`src/rtl/vector_floating_point_fma_sequencer.sv`:
```
// Issue/retire sequencer for the vector FMA unit: decodes micro-ops, tracks them
// through the unit's fixed latency and buffers results in an in-order, credit-guarded FIFO.
module vector_floating_point_fma_sequencer #(
    parameter int VLEN       = 128,
    parameter int LATENCY    = 9,
    parameter int TAG_W      = 5,
    parameter int FIFO_DEPTH = 4
) (
    input  logic              clock_i,
    input  logic              reset_ni,
    input  logic              issue_valid_i,
    output logic              issue_ready_o,
    input  logic [2:0]        issue_op_i,
    input  logic [1:0]        issue_vsew_i,
    input  logic [TAG_W-1:0]  issue_tag_i,
    input  logic [VLEN-1:0]   vs2_i,
    input  logic [VLEN-1:0]   vs1_i,
    input  logic [VLEN-1:0]   vd_old_i,
    output logic              fma_request_o,
    output logic [1:0]        fma_vsew_o,
    output logic              fma_negate_product_o,
    output logic              fma_multiplication_addition_subtraction_o,
    output logic              fma_overwrite_addend_multiplicand_o,
    output logic [VLEN-1:0]   fma_vs2_o,
    output logic [VLEN-1:0]   fma_vs1_o,
    output logic [VLEN-1:0]   fma_vd_old_o,
    input  logic [VLEN-1:0]   fma_vd_i,
    output logic              result_valid_o,
    input  logic              result_ready_i,
    output logic [TAG_W-1:0]  result_tag_o,
    output logic [VLEN-1:0]   result_vd_o,
    output logic              result_error_o,
    input  logic              flush_i,
    output logic              busy_o
);

    localparam int CW = $clog2(FIFO_DEPTH + 1);
    localparam int PW = (FIFO_DEPTH > 1) ? $clog2(FIFO_DEPTH) : 1;

    logic [CW-1:0]    credit_count;
    logic [CW-1:0]    fifo_count;
    logic [PW-1:0]    wr_ptr;
    logic [PW-1:0]    rd_ptr;
    logic             accept;
    logic             push;
    logic             pop;
    logic [2:0]       cfg;

    logic [LATENCY-1:0] trk_valid;
    logic [LATENCY-1:0] trk_err;
    logic [TAG_W-1:0]   trk_tag [LATENCY];

    logic [TAG_W-1:0] mem_tag [FIFO_DEPTH];
    logic [VLEN-1:0]  mem_vd  [FIFO_DEPTH];
    logic             mem_err [FIFO_DEPTH];

    function automatic logic [PW-1:0] ptr_incr(input logic [PW-1:0] p);
        return (p == PW'(FIFO_DEPTH - 1)) ? '0 : p + PW'(1);
    endfunction

    // Credits cover every accepted op until it is popped, so the FIFO can never overflow.
    assign issue_ready_o = !flush_i && (credit_count < CW'(FIFO_DEPTH));
    assign accept        = issue_valid_i && issue_ready_o;
    assign fma_request_o = accept && issue_vsew_i[1];
    assign busy_o        = credit_count != '0;

    always_comb begin
        cfg = 3'b000;
        case (issue_op_i)
            3'd0: cfg = 3'b000;
            3'd1: cfg = 3'b110;
            3'd2: cfg = 3'b010;
            3'd3: cfg = 3'b100;
            3'd4: cfg = 3'b001;
            3'd5: cfg = 3'b111;
            3'd6: cfg = 3'b011;
            3'd7: cfg = 3'b101;
            default: cfg = 3'b000;
        endcase
    end

    assign {fma_negate_product_o, fma_multiplication_addition_subtraction_o,
            fma_overwrite_addend_multiplicand_o} = fma_request_o ? cfg : 3'b000;
    assign fma_vsew_o   = fma_request_o ? issue_vsew_i : 2'b00;
    assign fma_vs2_o    = fma_request_o ? vs2_i : '0;
    assign fma_vs1_o    = fma_request_o ? vs1_i : '0;
    assign fma_vd_old_o = fma_request_o ? vd_old_i : '0;

    // Unsupported-SEW ops ride the tracker too, so they retire in accept order.
    always_ff @(posedge clock_i or negedge reset_ni) begin
        if (!reset_ni) begin
            trk_valid <= '0;
            trk_err   <= '0;
            for (int i = 0; i < LATENCY; i++) trk_tag[i] <= '0;
        end else begin
            trk_valid  <= flush_i ? '0 : {trk_valid[LATENCY-2:0], accept};
            trk_err    <= {trk_err[LATENCY-2:0], !issue_vsew_i[1]};
            trk_tag[0] <= issue_tag_i;
            for (int i = 1; i < LATENCY; i++) trk_tag[i] <= trk_tag[i-1];
        end
    end

    assign push = trk_valid[LATENCY-1];
    assign pop  = result_valid_o && result_ready_i;

    always_ff @(posedge clock_i) begin
        if (push) begin
            mem_tag[wr_ptr] <= trk_tag[LATENCY-1];
            mem_vd[wr_ptr]  <= trk_err[LATENCY-1] ? '0 : fma_vd_i;
            mem_err[wr_ptr] <= trk_err[LATENCY-1];
        end
    end

    always_ff @(posedge clock_i or negedge reset_ni) begin
        if (!reset_ni) begin
            wr_ptr       <= '0;
            rd_ptr       <= '0;
            fifo_count   <= '0;
            credit_count <= '0;
        end else if (flush_i) begin
            wr_ptr       <= '0;
            rd_ptr       <= '0;
            fifo_count   <= '0;
            credit_count <= '0;
        end else begin
            if (push) wr_ptr <= ptr_incr(wr_ptr);
            if (pop)  rd_ptr <= ptr_incr(rd_ptr);
            case ({push, pop})
                2'b10:   fifo_count <= fifo_count + CW'(1);
                2'b01:   fifo_count <= fifo_count - CW'(1);
                default: fifo_count <= fifo_count;
            endcase
            case ({accept, pop})
                2'b10:   credit_count <= credit_count + CW'(1);
                2'b01:   credit_count <= credit_count - CW'(1);
                default: credit_count <= credit_count;
            endcase
        end
    end

    assign result_valid_o = fifo_count != '0;
    assign result_tag_o   = result_valid_o ? mem_tag[rd_ptr] : '0;
    assign result_vd_o    = result_valid_o ? mem_vd[rd_ptr]  : '0;
    assign result_error_o = result_valid_o ? mem_err[rd_ptr] : 1'b0;

endmodule

```
`config.mk`:
```
export PLATFORM = sky130hd
export DESIGN_NAME = vector_floating_point_fma_sequencer
export DESIGN_NICKNAME = d
export VERILOG_FILES = /design/src/rtl/vector_floating_point_fma_sequencer.sv
export SDC_FILE = /design/constraint.sdc
export NUM_CORES = 1
export LEC_CHECK = 0
export BUFFER_PORTS_ARGS = -buffer_cell sky130_fd_sc_hd__clkbuf_2
export CAP_MARGIN = 25
export CELL_PAD_IN_SITES_DETAIL_PLACEMENT = 1
export CELL_PAD_IN_SITES_GLOBAL_PLACEMENT = 2
export CORE_AREA = 2 2 411 413
export CTS_CLUSTER_DIAMETER = 60
export DETAILED_ROUTE_END_ITERATION = 16
export DIE_AREA = 0 0 413 415
export PLACE_DENSITY_LB_ADDON = 0.1
export SLEW_MARGIN = 5
export SYNTH_ARGS = -nofsm -noshare
export SYNTH_HDL_FRONTEND = slang
export SYNTH_SLANG_ARGS = --single-unit
```
`constraint.sdc`:
```
create_clock -name clock_i -period 6.1 [get_ports clock_i]
set_input_delay 0.305 -clock clock_i [delete_from_list [all_inputs] [get_ports clock_i]]
set_output_delay 0.305 -clock clock_i [all_outputs]
set_load 0.005 [all_outputs]
```
# ---- Word level (Yosys, flattened, before mapping)
# Memory sizes are Yosys's and may differ from the RTL's.
# Index checks and enable logic that the tools add are counted.
# W data, S select, Z words.
dict set report classes {
  muxes 22
  reduce_logical 12
  magnitude_cmp 1
  addsub 6
  n_eq_ne 6
}
# operator n
set op_table {}
lappend op_table {{$mux W128} 5}
lappend op_table {{$mux W2} 7}
lappend op_table {{$pmux W3 S2} 2}
lappend op_table {{$reduce_bool A3 Y1} 4}
lappend op_table {{$mux W3} 3}
lappend op_table {{$mux W9} 1}
lappend op_table {{$eq A2 B2 Y1 const B} 4}
lappend op_table {{$add A3 B1 Y3 const B} 2}
lappend op_table {{$sub A3 B1 Y3 const B} 2}
lappend op_table {{$mux W5} 1}
lappend op_table {{$add A2 B1 Y2 const B} 2}
lappend op_table {{$eq A2 B1 Y1 const B} 2}
lappend op_table {{$logic_and A1 B1 Y1} 4}
lappend op_table {{$reduce_bool A2 Y1} 2}
lappend op_table {{$lt A3 B3 Y1 const B} 1}
lappend op_table {{$mux W1} 3}
lappend op_table {{$logic_not A1 Y1} 2}
dict set report totals {
  output_inout_bits 527
  input_bits 527
  mem_bits_ro 24
  mem_count 4
  reg_bits 73
  elab_cells 66
  ram_bits 536
}
# memory depth word_bits read_ports rd_clocked_by_memory_dff write_ports line
set memory_table {}
lappend memory_table {mem_vd 4 128 1 0 1 54} ;# logic [VLEN-1:0] mem_vd [FIFO_DEPTH];
lappend memory_table {{(name not given)} 8 3 1 0 0 69} ;# case (issue_op_i)
lappend memory_table {mem_tag 4 5 1 0 1 53} ;# logic [TAG_W-1:0] mem_tag [FIFO_DEPTH];
lappend memory_table {mem_err 4 1 1 0 1 55} ;# logic mem_err [FIFO_DEPTH];

# ---- Logic depth before layout (Yosys ltp)
dict set report depth {
  depth_word 6
  ltp_mapped 10
  mapped_depth_nobuf 7
}

# ---- Worst setup path before layout
# No wires, ideal clock.
dict set report synth_timing {
  kind {register -> register}
  from {register trk_valid[8]}
  to {memory mem_err[0] (enable)}
  period_less_slack_ps 4303
  n_path_buf 1
  arrival_time_ps 3794
  setup_time_ps 509
  required_ps 5591
  path_stages_with_launch 3
  setup_slack_ps 1797
  cell_sequence {dfrtp_1 clkbuf_1 and2_1}
}
dict set report synth_between {
  elab_chain_cells 2
}
# element line
set synth_lines {}
lappend synth_lines {{from (decl)} 49} ;# logic [LATENCY-1:0] trk_valid;
lappend synth_lines {{from (signal assigned)} 96} ;# trk_valid <= flush_i ? '0 : {trk_valid[LATENCY-2:0], accept};
lappend synth_lines {{$mux W1} 107} ;# if (push) begin
lappend synth_lines {{$mux W1 (not written as such)} 110} ;# mem_err[wr_ptr] <= trk_err[LATENCY-1];
lappend synth_lines {{to (decl)} 55}
# Every way passes these cells.

# ---- Worst setup path in the final report
dict set report layout_timing {
  from {register credit_count[2]}
  to {output fma_vs2_o[56]}
}
dict set report layout_between {
  elab_chain_cells 5
}
# element line
set layout_lines {}
lappend layout_lines {{from (decl)} 40} ;# logic [CW-1:0] credit_count;
lappend layout_lines {{from (signal assigned)} 134} ;# 2'b10: credit_count <= credit_count + CW'(1);
lappend layout_lines {{from (signal assigned)} 135} ;# 2'b01: credit_count <= credit_count - CW'(1);
lappend layout_lines {{from (signal assigned)} 136} ;# default: credit_count <= credit_count;
lappend layout_lines {{$lt A3 B3 Y1} 62} ;# assign issue_ready_o = !flush_i && (credit_count < CW'(FIFO_DEPTH));
lappend layout_lines {{$logic_and A1 B1 Y1} 62}
lappend layout_lines {{$logic_and A1 B1 Y1} 63} ;# assign accept = issue_valid_i && issue_ready_o;
lappend layout_lines {{$logic_and A1 B1 Y1} 64} ;# assign fma_request_o = accept && issue_vsew_i[1];
lappend layout_lines {{$mux W128} 85} ;# assign fma_vs2_o = fma_request_o ? vs2_i : '0;
lappend layout_lines {{to (decl)} 24} ;# output logic [VLEN-1:0] fma_vs2_o,
# Every way passes these cells.

==> reports/metrics.cfg <==
[status]
outcome=finished, final reports clean

[cells_and_area]
fin_util_pct=22.6
area_growth_pct=43.7
drive_gt1_share_pct=48.6
layout_common_cells=1051 x clkbuf_2, 536 x edfxtp_1, 391 x and3_1
nFillCells=18500
nets=3238
final-instance-count-excl-fill=5015
final_common_cell=clkbuf_2

[placement]
portBuffers=1053
dp.cells=4740
place_congestion=0.991
dp_hpwl_um=155000

[critical_path]
r2r_setup_slack_ns=3.48
cp.required_ns=5.79
cp_data_arrival_time_ns=3.45
cp_slowest_stage_delay_ns=0.74
rr_endpoint=mem_vd[1][88]
slowest_stage=buf_4
crit_chain=nor2_4, and2_4, buf_4, buf_4, and3_1, clkbuf_2
start_kind=flip-flop
crit_top_cell=buf_4
path_class=flip-flop to output port
ff2ff_path_depth=2
r2r_start=trk_valid[8]
critical-path-top-delay-family=buffers and inverters
endpoint_kind=output port
path_max_fanout=100
path_buf_inv=3

[timing]
tightest_slew_ns=1.10
drv_slew=0
skew_ns=0.0280
max_freq_ghz=0.266
relSlewSlack_pct=26.7
tns_ns=0
hold_violations=0
period_needed_ns=3.76
rsz0062_at_grt=false
finalSetupViolations=0
final.period_utilization_pct=61.6
holdWs_ns=0.0610

[grt]
met2_usage_pct=41.7
grt_use_met3_pct=6.79
globalRoute.totalOverflow=0
grt_pass1_wl_um=245000
grt_max_degree=203
grt_pass1_vias=21700
grt_usage_pct=22.2
use_met1_pct=23.9
top_usage_layer=met2
antenna_found_initial=186

[synthesis]
ys_seq_area_share_pct=68.4
synthArstFlopShare_pct=12.0
synthCells=1613
ys_seq_elements=609
synth.distinct_cells=33
synth_edf_count=536
ys_warn_count=0
synth_flop_cell=edfxtp_1
syn_avg_cell_area_um2=16.2
netlist_area_um2=26200
syn_nets=2147

[clocking]
cts_made_buffers=81
cts.sinks=609
cts_tree=done
cts_setup_buffers=0
cts_root_buf=clkbuf_16
clkTransAtPathRegs_ns=0.06
htreeDepth=3
clock_path_buffers=3
clock_latency_ns=0.67

[floorplanning]
die_w_um=413
initial_core_util_pct=15.7
io_pins=1054
coreArea_um2=167000
die_h_um=415
row_count=150
die_area_um2=171000

[drt]
first_iter_violations=1258
ant_nets=0
drc_errors=0
routedWlPerCell_um=38.7
num_vias=20500
wl_um=194000
drt-pass1-iter-count=5
vias_per_cell=4.09

[min_path]
min_path_type=input pin to flip-flop
hold_path_depth=2
hold_path_end=mem_vd[0][23]
min_from=fma_vd_i[23]

[job]
max_cap_viol_count=0

[pwr]
switching_share_pct=23.6
power.density_nw_per_um2=273
power.share.clock_pct=48.2
power_frac_seq_pct=44.5
ir_drop_mv=0.198
p_leak_nw=16.1
comb_power_share_pct=7.3
intPower_w=0.00785
power_w=0.0103
p_sw_w=0.00242

routing by layer:
layer	share of wire, %	wire length (um)
met5	0.10	201
met4	3.2	6190
met3	7.7	14900
met2	53	103000
met1	36	69400
synth_stat cells, types with 2 or more instances:
| cell type | number | area share [%] |
|---|---|---|
| ha_1 | 5 | 0.24 |
| fa_1 | 2 | 0.15 |
| nor2b_1 | 138 | 3.3 |
| inv_1 | 4 | 0.057 |
| dfrtp_1 | 73 | 7.0 |
| edfxtp_1 | 536 | 61 |
| clkbuf_1 | 108 | 1.5 |
| buf_6 | 7 | 0.30 |
| nor2_1 | 11 | 0.16 |
| buf_4 | 11 | 0.32 |
| nor3_1 | 4 | 0.076 |
| xnor2_1 | 3 | 0.10 |
| a21oi_1 | 3 | 0.057 |
| mux4_2 | 134 | 12 |
| nand2_1 | 2 | 0.029 |
| mux2i_1 | 3 | 0.11 |
| and2_1 | 139 | 3.3 |
| nand2b_1 | 2 | 0.048 |
| o21ai_0 | 2 | 0.038 |
| buf_2 | 22 | 0.42 |
| and3_1 | 391 | 9.3 |
| or3_1 | 2 | 0.048 |
stage by stage:
step / instance area, um^2 / worst slack (ns)
finish: 37600 / 2.34
global placement: 33800 / 3.02
detailed placement: 33800 / 2.88
CTS: 37500 / 2.36
global route: 37600 / 2.16
floorplan: 26200 / 1.80
worst max-delay path by stage:
stage                     from                to  slack (ns)  depth (start not counted)
5_1_grt        credit_count[2]     fma_vs2_o[50]        2.16                          6
3_3_place_gp           flush_i     fma_vs1_o[18]        3.02                          7
6_report       credit_count[2]     fma_vs2_o[56]        2.34                          6
4_1_cts              rd_ptr[0]  result_vd_o[123]        2.36                          4
2_1_floorplan     trk_valid[8]        mem_err[0]        1.80                          2
3_5_place_dp           flush_i     fma_vs2_o[56]        2.88                          7
power groups by stage:
stage | Clock, W | Combinational, W | Sequential, W
after floorplan | 0 | 0.000203 | 0.00465
after global placement | 0 | 0.000702 | 0.00466
after detailed placement | 0 | 0.000703 | 0.00466
after CTS | 0.00511 | 0.000761 | 0.00457
after global routing | 0.00524 | 0.000800 | 0.00457
final | 0.00495 | 0.000745 | 0.00457
flip-flops by register name, indices dropped and copies added (netlist names):
signal / flops
credit_count: 3
fifo_count: 3
mem_err: 4
mem_tag: 20
mem_vd: 512
rd_ptr: 2
trk_err: 9
trk_tag: 45
trk_valid: 9
wr_ptr: 2
worst reg2reg max path, delay by kind of cell (launching register included):
kind,cells,cell delay (ns)
buffers and inverters,1,0.42
AND/OR/NAND/NOR,1,0.73
flip-flops,1,0.65
final cells by class:
| type | count | area [um^2] | area share, % |
|---|---|---|---|
| Tap cell | 2204 | 2760 | 7.33 |
| Multi-Input combinational cell | 851 | 7580 | 20.2 |
| Antenna cell | 45 | 113 | 0.299 |
| Sequential cell | 609 | 17900 | 47.7 |
| Clock buffer | 99 | 2140 | 5.70 |
| Clock inverter | 46 | 659 | 1.75 |
| Inverter | 4 | 15.0 | 0.0399 |
| Timing Repair Buffer | 1157 | 6420 | 17.1 |
repair_timing:
item                      4_1_cts  5_1_grt
hold endpoints to repair      372        0
resized for setup               0        0
hold buffers                   84        0
cell families (layout without fill, tap and decap cells):
logic type	count (synthesis)	in the layout	share of synthesized area, %
AND/OR/NAND/NOR	693	693	16.4
flip-flops	609	609	68.4
buffers and inverters	153	1306	2.66
multiplexers	137	137	11.6
AO/OA/AOI/OAI	10	10	0.296
adder cells (fa/ha/maj)	7	7	0.392
XOR/XNOR	4	4	0.134
other	0	45	0
No activity file was read; power rests on OpenSTA's default activity.
